`src/rtl/prio_enc_queue.sv`:
```
// Multi-request priority encoder: pending requests are queued in a bit register
// and issued one index per accepted beat, fixed-LSB or round-robin priority.
module prio_enc_queue #(
  parameter int N    = 8,
  parameter int W    = (N > 1) ? $clog2(N) : 1,
  parameter int MODE = 0
) (
  input  logic         clk,
  input  logic         rst_n,
  input  logic         en,
  input  logic [N-1:0] req_in,
  output logic [W-1:0] out_idx,
  output logic         out_valid,
  input  logic         out_ready,
  output logic [N-1:0] pending
);

  typedef enum logic {EMPTY = 1'b0, FULL = 1'b1} state_t;

  state_t       state_q;
  logic [N-1:0] pend_q;
  logic [N-1:0] pend_d;
  logic [W-1:0] out_idx_q;
  logic [W-1:0] rr_ptr_q;

  logic [W-1:0] sel_idx;
  logic         sel_any;
  logic         sel_found;
  logic         load;
  logic [N-1:0] clr_mask;
  logic [N-1:0] set_mask;
  int           scan_pos;

  assign sel_any = |pend_q;
  assign load    = (state_q == EMPTY) || out_ready;

  // Round-robin scan starts one past the last issued index and wraps modulo N,
  // so a non-power-of-two N never yields an out-of-range index.
  always_comb begin
    sel_idx   = '0;
    sel_found = 1'b0;
    scan_pos  = 0;
    if (MODE == 0) begin
      for (int k = N - 1; k >= 0; k--) begin
        if (pend_q[k]) sel_idx = W'(k);
      end
    end else begin
      for (int k = 1; k <= N; k++) begin
        scan_pos = (int'(rr_ptr_q) + k) % N;
        if (!sel_found && pend_q[scan_pos]) begin
          sel_idx   = W'(scan_pos);
          sel_found = 1'b1;
        end
      end
    end
  end

  // New requests are OR-ed in after the clear, so a re-request of the bit
  // being issued this cycle survives and is issued again later.
  always_comb begin
    clr_mask = '0;
    if (load && sel_any) clr_mask = N'(1) << sel_idx;
    set_mask = en ? req_in : '0;
    pend_d   = (pend_q & ~clr_mask) | set_mask;
  end

  always_ff @(posedge clk or negedge rst_n) begin
    if (!rst_n) begin
      state_q   <= EMPTY;
      pend_q    <= '0;
      out_idx_q <= '0;
      rr_ptr_q  <= W'(N - 1);
    end else begin
      pend_q <= pend_d;
      if (load) begin
        if (sel_any) begin
          state_q   <= FULL;
          out_idx_q <= sel_idx;
          rr_ptr_q  <= sel_idx;
        end else begin
          state_q <= EMPTY;
        end
      end
    end
  end

  assign out_idx   = out_idx_q;
  assign out_valid = (state_q == FULL);
  assign pending   = pend_q;

endmodule

```
`config.mk`:
```
export PLATFORM = sky130hd
export DESIGN_NAME = prio_enc_queue
export DESIGN_NICKNAME = d
export VERILOG_FILES = /design/src/rtl/prio_enc_queue.sv
export SDC_FILE = /design/constraint.sdc
export NUM_CORES = 1
export LEC_CHECK = 0
export CORE_MARGIN = 4
export CORE_UTILIZATION = 39
export DETAILED_ROUTE_END_ITERATION = 12
export PLACE_DENSITY = 0.84
export SLEW_MARGIN = 40
export SYNTH_ARGS = -nofsm -noshare
export SYNTH_HDL_FRONTEND = slang
export SYNTH_SLANG_ARGS = --single-unit
```
`constraint.sdc`:
```
create_clock -name clk -period 1.5 [get_ports clk]
set_input_delay 0.3 -clock clk [delete_from_list [all_inputs] [get_ports clk]]
set_output_delay 0.3 -clock clk [all_outputs]
set_load 0.01 [all_outputs]
```
### Word-level counts from Yosys, hierarchy flattened

Index checks and enable logic that the tools add are counted.

| storage, ports and cells | value |
|---|---|
| output and inout bits | 12 |
| word-level logic and storage cells | 23 |
| input port bits | 12 |
| register bits | 12 |

| cells by class | value |
|---|---|
| shift-type cells | 1 |
| bitwise operators | 4 |
| reduce and logical (&&, ||, !) cells | 4 |
| mux-type cells | 11 |

Operator list:

| operator | number |
|---|---|
| $mux 3 | 8 |
| $mux 8 | 2 |
| $and 8x8->8 | 1 |
| $not 8->8 | 1 |
| $or 8x8->8 | 1 |
| $reduce_or 8->1 | 1 |
| $shl 1x3->8 const A | 1 |
| $reduce_and 2->1 | 1 |
| $logic_and 1x1->1 | 1 |
| $logic_or 1x1->1 | 1 |
| $mux 1 | 1 |
| $not 1->1 | 1 |

### Depth between registers and ports, before layout

Gate-level depths: netlist of run 1.

| logic depth | value |
|---|---|
| depth after elaboration | 13 |
| mapped depth | 4 |

### Worst setup path before layout of run 1

OpenSTA, ideal clock, no wires.

| timing | value |
|---|---|
| path type | register -> register |
| start point | register pend_q[5] (netlist: pending[5]) |
| end point | register out_idx_q[0] (netlist: out_idx[0]) |
| slack | 0.145 ns |
| data required time | 1.372 ns |
| cell stages (with the launch flop) | 4 |
| arrival time | 1.227 ns |
| path through | dfrtp_1 -> nor4_2 -> a21oi_2 -> mux2_1 |

| on the way | value |
|---|---|
| word-level cells in the longest chain between the ends | 6 |
| elaborated cells between the ends (all ways) | 8 |

RTL lines:

| what | RTL line | source |
|---|---|---|
| start, declared | 21 | `logic [N-1:0] pend_q;` |
| start signal, assigned | 74 | `pend_q <= pend_d;` |
| $mux 3 (6 in a row) | 45 | `if (pend_q[k]) sel_idx = W'(k);` |
| end signal, assigned | 78 | `out_idx_q <= sel_idx;` |
| end, declared | 23 | `logic [W-1:0] out_idx_q;` |

Parallel ways exist; a longest one is shown, timed or not.
A chain may end at the register's enable or synchronous reset.

### Worst setup path in the final report of run 1

| timing | value |
|---|---|
| start point | register pend_q[4] (netlist: pending[4]) |
| end point | output pending[4] |

RTL lines:

| what | RTL line | source |
|---|---|---|
| end, declared | 15 | `output logic [N-1:0] pending` |

No word-level cell between the ends.

==> out/results.txt, run 1 <==
Status = complete, no violations
Clk_lat worst skew = 270 ps
Syn avg cell area = 10.36 um2
Area Growth Syn to Fin = 60.63%
Synthesis-stage register bit count = 12
Hold crit path type = input pin to asynchronous set/reset pin
Nets = 102
Vias per inst = 5.495
# clock sinks = 12
Max Slew Vio Count = 0
Main synth FF type = dfrtp_1
CP Data Arrival Time = 1160 ps
Antenna-violating nets left = 0
Tmin final = 1457 ps
Max incr delay on CP = 540 ps
GR Overflow Total = 0
Rows = 13
Final Cycle Share = 97.13%
First-pass GRT wire length = 2311 um
Die Height = 45.87 um
Root Buffer Master = clkbuf_4
Layout Cells excl Fill = 103
Post-Synthesis Cell Area = 559.3 um2
Buffers & Inverters on Critical Path = 1
Crit-path max FO = 2
Chip Width = 45.87 um
Fin util = 67.35%
Netlist cell types = 21
Total number of vias = 566
Placed Cells = 94
Wire per inst = 14.35 um
Setup Crit Path Kind = flop to output pin
ANT cells = 0
DRT Wirelength = 1478 um
Clock skew = 0.9434 ps
Initial antenna violation count = 0
Die footprint = 2104 um2
Largest net degree at the start of global routing = 13
Slowest CP cell = clkdlybuf4s50_1
Post-synthesis mux area share = 4.027%
Vias in the first global route = 519
# port buffers = 23
Sequential share of the synthesized area = 53.69%
Synth Area in Adders = 0%
Dominant cell type by area after synthesis = dfrtp_1
Most common cell in the netlist = dfrtp_1
Num CTS Buffers = 3
Power Density = 846.3 nW/um2
Maxcap violations = 0
F_max = 686.4 MHz
Worst slew pin tran = 524.4 ps
Crit-path cells = clkdlybuf4s50_1
Max_slew headroom = 64.93%
Fraction of layout cells with a size suffix above 1 = 21.59%
Type of origin of the critical path = flop
Async set-reset flop share out of synthesis = 100.0%
Post-synth top cells = dfrtp_1 (12), nand2_1 (10), o21ai_0 (5)
GP Congestion = 0.7504
CTS tree = built
Worst r2r src = pending[4]
Critical path launch point = pending[4]
Synthesized netlist cell count = 54
Post-DP HPWL = 1059 um
Max clock buf depth = 2
VDD IR max = 0.0004662 V
Critical Path RT = 1200 ps
Setup violations, final = 0
Crit path capture type = output pin
CTS H-tree depth = 1
Final Hold Viols = 0
Simple-Gate Fraction of Synth Area = 20.81%
Leak = 0.3705 nW
Number of synthesized flops with an enable pin = 0
Compound-Gate Fraction of Synth Area = 19.46%
Drt first pass iters = 4
Family with the most delay on the worst path = buffers and inverters
YS warnings = 0
Io pins = 24
Xor and xnor fraction of the mapped netlist area = 0%
Worst-path clk slew = 70 ps
DRT iter0 DRCs = 8
Synth top area share = 53.69%
Main combinational cell family by area after synthesis = simple AND/OR/NAND/NOR gates
Synth Net Count = 66
CORE AREA = 1334 um2
Initial Util = 41.93%
All-Layer GR Usage = 15.74%
# DRC = 0
Largest cells by area after synthesis = dfrtp_1 (54%), nand2_1 (6.7%), a22o_1 (6.3%)
==> per-layer routing <==
metal / part of all wire, % / vias to the layer above / GRT usage, %
met5: 0 / - / 0
met4: 2.7 / 0 / 10.23
met3: 5.4 / 4 / 2.767
met2: 49 / 24 / 25.27
met1: 43 / 272 / 18.98
li1: - / 266 / -
==> final timing paths <==
| kind | endpoint | slack [ps] | cells past startpoint |
|---|---|---|---|
| min | out_valid | 370 | 1 |
| min in group clk | out_idx[1] | 490 | 1 |
| max in group asynchronous | pending[3] | 750 | 1 |
| max reg2reg | out_idx[1] | 70 | 4 |
| max | pending[4] | 40 | 1 |
| min reg2reg | out_idx[1] | 490 | 1 |
==> state kept, by name, indices dropped and copies added, names as in the netlist <==
signal / count
pending: 8
out_idx: 3
out_valid: 1
==> placed cells by master (no fill, tap or decap) <==
cell | synthesis | final
clkdlybuf4s50_1 | 0 | 16
a21oi_2 | 1 | 1
o22a_1 | 1 | 1
a22o_1 | 4 | 4
dlygate4sd2_1 | 0 | 5
o22ai_1 | 1 | 1
nor2_1 | 4 | 4
nand2b_1 | 1 | 1
nand2_1 | 10 | 10
o21ai_1 | 0 | 1
or3_1 | 1 | 1
inv_1 | 2 | 2
mux2_1 | 2 | 2
dlymetal6s2s_1 | 0 | 2
a21oi_1 | 2 | 2
nor4_2 | 1 | 1
a21boi_0 | 1 | 1
clkbuf_4 | 0 | 3
nor2b_1 | 1 | 1
o21ai_0 | 5 | 4
nand3_1 | 1 | 1
o31ai_1 | 1 | 1
nand4_1 | 1 | 1
dfrtp_2 | 0 | 4
nor4_4 | 1 | 1
dfrtp_1 | 12 | 8
buf_4 | 0 | 9
==> stage by stage <==
step	area (um2)	TNS (ps)	setup slack, ps	hold slack [ps]	total power (W)
floorplan	559.3	0	145.3	4.409	0.0004533
global placement	827.0	0	29.76	477.0	0.0005666
detailed placement	827.0	-22.94	-22.94	479.9	0.0005706
CTS	898.4	0	29.36	394.4	0.0007738
global route	898.4	-54.55	-29.86	434.2	0.0007964
finish	898.4	0	43.02	374.8	0.0007602
==> cell families (layout without fill, tap and decap cells) <==
family,after synthesis,count (layout)
simple gates,21,21
flops,12,12
buf+inv,3,37
compound gates,16,16
mux,2,2
==> power by group <==
part	switching, W	internal [W]	leakage, nW
Combinational	0.0000734	0.000106	0.235
Clock	0.0000999	0.0000929	0.0138
Sequential	0.0000339	0.000355	0.122
==> timing repair <==
item	CTS	global route
hold buffers	0	0
setup buffers	5	2
gates resized for setup	9	3
endpoints found under the setup margin	8	6
pin swaps	1	4
==> area by class of cell <==
cell class	count	area (um2)
Clock buffer	3	22.52
Fill cell	120	435.4
Inverter	2	7.507
Multi-Input combinational cell	39	247.7
Sequential cell	12	305.3
Tap cell	15	18.77
Timing Repair Buffer	32	296.5
Power figures use the tool's default switching activity.
==> run 2: changes to the inputs <==
--- a/config.mk
+++ b/config.mk
@@ -5,10 +5,13 @@
 export SDC_FILE = /design/constraint.sdc
 export NUM_CORES = 1
 export LEC_CHECK = 0
+export CORE_ASPECT_RATIO = 0.8
 export CORE_MARGIN = 4
-export CORE_UTILIZATION = 39
+export CORE_UTILIZATION = 30
 export DETAILED_ROUTE_END_ITERATION = 12
-export PLACE_DENSITY = 0.84
+export DONT_BUFFER_PORTS = 1
+export PLACE_DENSITY = 0.53
+export SKIP_LAST_GASP = 1
 export SLEW_MARGIN = 40
 export SYNTH_ARGS = -nofsm -noshare
 export SYNTH_HDL_FRONTEND = slang
==> out/results.txt, run 2 (same netlist as run 1, synthesis figures left out) <==
Area Growth Syn to Fin = 23.49% (was 60.63%)
Resized cells post-CTS = 0 (was 9)
GP Congestion = 0.8468 (was 0.7504)
Post-route setup TNS = 0 ps (unchanged)
Final Hold Viols = 0 (unchanged)
Max Slew Vio Count = 0 (unchanged)
Setup Crit Path Kind = flop to flop (was flop to output pin)
DRT Wirelength = 1380 um (was 1478 um)
Slowest CP cell = nor4_2 (was clkdlybuf4s50_1)
Type of origin of the critical path = flop (unchanged)
Status = complete, no violations (unchanged)
Num CTS Buffers = 3 (unchanged)
Largest net degree at the start of global routing = 13 (unchanged)
Chip Width = 56.28 um (was 45.87 um)
First-pass GRT wire length = 2325 um (was 2311 um)
Wire per inst = 15.51 um (was 14.35 um)
Power Density = 1004 nW/um2 (was 846.3 nW/um2)
CORE AREA = 1692 um2 (was 1334 um2)
Crit-path max FO = 2 (unchanged)
F_max = 720.1 MHz (was 686.4 MHz)
ANT cells = 0 (unchanged)
Leak = 0.2910 nW (was 0.3705 nW)
Max_slew headroom = 62.73% (was 64.93%)
Part of the power in registers = 56.0% (was 51.1%)
Crit-path cells = nor4_2 -> a21oi_2 -> mux2_1 (was clkdlybuf4s50_1)
Pre-CTS setup slack = 108.5 ps (was -22.94 ps)
Unrepaired setup endpoints after global routing = false
# clock sinks = 12 (unchanged)
Layout Cells excl Fill = 89 (was 103)
Initial Util = 33.06% (was 41.93%)
Comb power frac = 16.1% (was 23.5%)
Clk pwr share = 27.9% (was 25.4%)
CTS tree = built (unchanged)
Int Pwr = 0.0004973 W (was 0.0005531 W)
Initial antenna violation count = 0 (unchanged)
Post-route setup slack = 111.2 ps (was 43.02 ps)
Postcts setup bufs = 0 (was 5)
Critical Path RT = 1660 ps (was 1200 ps)
Hold crit path type = input pin to flop (was input pin to asynchronous set/reset pin)
Nets = 81 (was 102)
Clock skew = 1.757 ps (was 0.9434 ps)
CP Data Arrival Time = 1540 ps (was 1160 ps)
VDD IR max = 0.0003517 V (was 0.0004662 V)
GR Overflow Total = 0 (unchanged)
Io pins = 24 (unchanged)
DRT iter0 DRCs = 7 (was 8)
Total number of vias = 479 (was 566)
Die footprint = 2624 um2 (was 2104 um2)
All-Layer GR Usage = 12.45% (was 15.74%)
Vias in the first global route = 485 (was 519)
Number of flip-flops in the largest register = 8 (unchanged)
Sw Ratio = 28.29% (was 27.25%)
Rows = 13 (unchanged)
Antenna-violating nets left = 0 (unchanged)
Root Buffer Master = clkbuf_4 (unchanged)
# DRC = 0 (unchanged)
Die Height = 46.62 um (was 45.87 um)
Max clock buf depth = 2 (unchanged)
# port buffers = 0 (was 23)
Max incr delay on CP = 420 ps (was 540 ps)
Net Switching = 0.0001962 W (was 0.0002072 W)
Most common cell after layout, fill and taps aside = dfrtp_1 (was clkdlybuf4s50_1)
Post-DP HPWL = 1122 um (was 1059 um)
Worst-path clk slew = 70 ps (about the same)
Final Cycle Share = 92.58% (was 97.13%)
CTS H-tree depth = 1 (unchanged)
Fraction of layout cells with a size suffix above 1 = 23.88% (was 21.59%)
Vias per inst = 5.382 (was 5.495)
Setup violations, final = 0 (unchanged)
Commonest non-fill, non-tap cells in the layout = dfrtp_1 (12), nand2_1 (10), buf_4 (10) (was clkdlybuf4s50_1 (16), nand2_1 (10), buf_4 (9))
Tmin final = 1389 ps (was 1457 ps)
Drt first pass iters = 4 (unchanged)
Placed Cells = 85 (was 94)
Maxcap violations = 0 (unchanged)
Worst slew pin tran = 557.1 ps (was 524.4 ps)
Clk_lat worst skew = 270 ps (about the same)
Crit path capture type = flop (was output pin)
-- run 2: cell types whose count changed in the layout (fill, tap and decap cells not counted), moves of 2 or more --
| cell | change |
|---|---|
| dfrtp_1 | +4 |
| clkdlybuf4s50_1 | -16 |
| dlymetal6s2s_1 | -2 |
| dlygate4sd2_1 | -5 |
| dfrtp_2 | -4 |
-- run 2: layer usage --
metal | track usage [%] | wire [um]
met5 | 0 | 0
met4 | 5.687 | 22
met3 | 7.843 | 218
met2 | 17.48 | 548
met1 | 15.01 | 590
-- run 2: repair_timing --
action / 4_1_cts / 5_1_grt
hold buffers: 1 / 0
setup endpoints to repair: 0 / 1
endpoints found under the hold margin: 12 / 0
-- run 2: final cells by class --
cell class / count / area (um2)
Clock buffer: 3 / 22.52
Fill cell: 180 / 1001
Inverter: 2 / 7.507
Multi-Input combinational cell: 39 / 247.7
Sequential cell: 12 / 300.3
Tap cell: 22 / 27.53
Timing Repair Buffer: 11 / 85.08
-- run 2: stage by stage --
| step | instance area [um2] | total power [W] | utilization (%) | hold slack, ps |
|---|---|---|---|---|
| final | 690.7 | 0.0006935 | 40.83 | 131.9 |
| after global placement | 658.1 | 0.0004975 | 38.91 | 4.725 |
| after detailed placement | 658.1 | 0.0004987 | 38.91 | 4.728 |
| after global routing | 690.7 | 0.0007390 | 40.83 | 120.7 |
| after CTS | 690.7 | 0.0007083 | 40.83 | 121.0 |
| after floorplan | 559.3 | 0.0004533 | - | 4.409 |
-- run 2: worst paths after layout --
path	to	slack, ps	startpoint	cells after the start
max	out_idx[0]	110	pending[5]	3
min	pending[1]	130	en	2
max reg2reg	out_idx[0]	110	pending[5]	3
min reg2reg	out_idx[1]	570	out_idx[1]	1
max in group asynchronous	pending[1]	680	rst_n	1
min in group asynchronous	out_idx[1]	450	rst_n	1
-- run 2: power groups by stage --
| stage | registers (W) | clock network, W | logic (W) |
|---|---|---|---|
| floorplan | 0.000405 | 0 | 0.0000487 |
| global placement | 0.000395 | 0 | 0.000102 |
| detailed placement | 0.000395 | 0 | 0.000104 |
| CTS | 0.000389 | 0.000207 | 0.000113 |
| global route | 0.000393 | 0.000220 | 0.000126 |
| finish | 0.000388 | 0.000194 | 0.000111 |
-- run 2: critical path: cells and delay by family, from the launching register on --
| family | cells | cell delay (ps) |
|---|---|---|
| AND/OR/NAND/NOR | 1 | 420 |
| flip-flops | 1 | 390 |
| multiplexers | 1 | 320 |
| AO/OA/AOI/OAI | 1 | 130 |
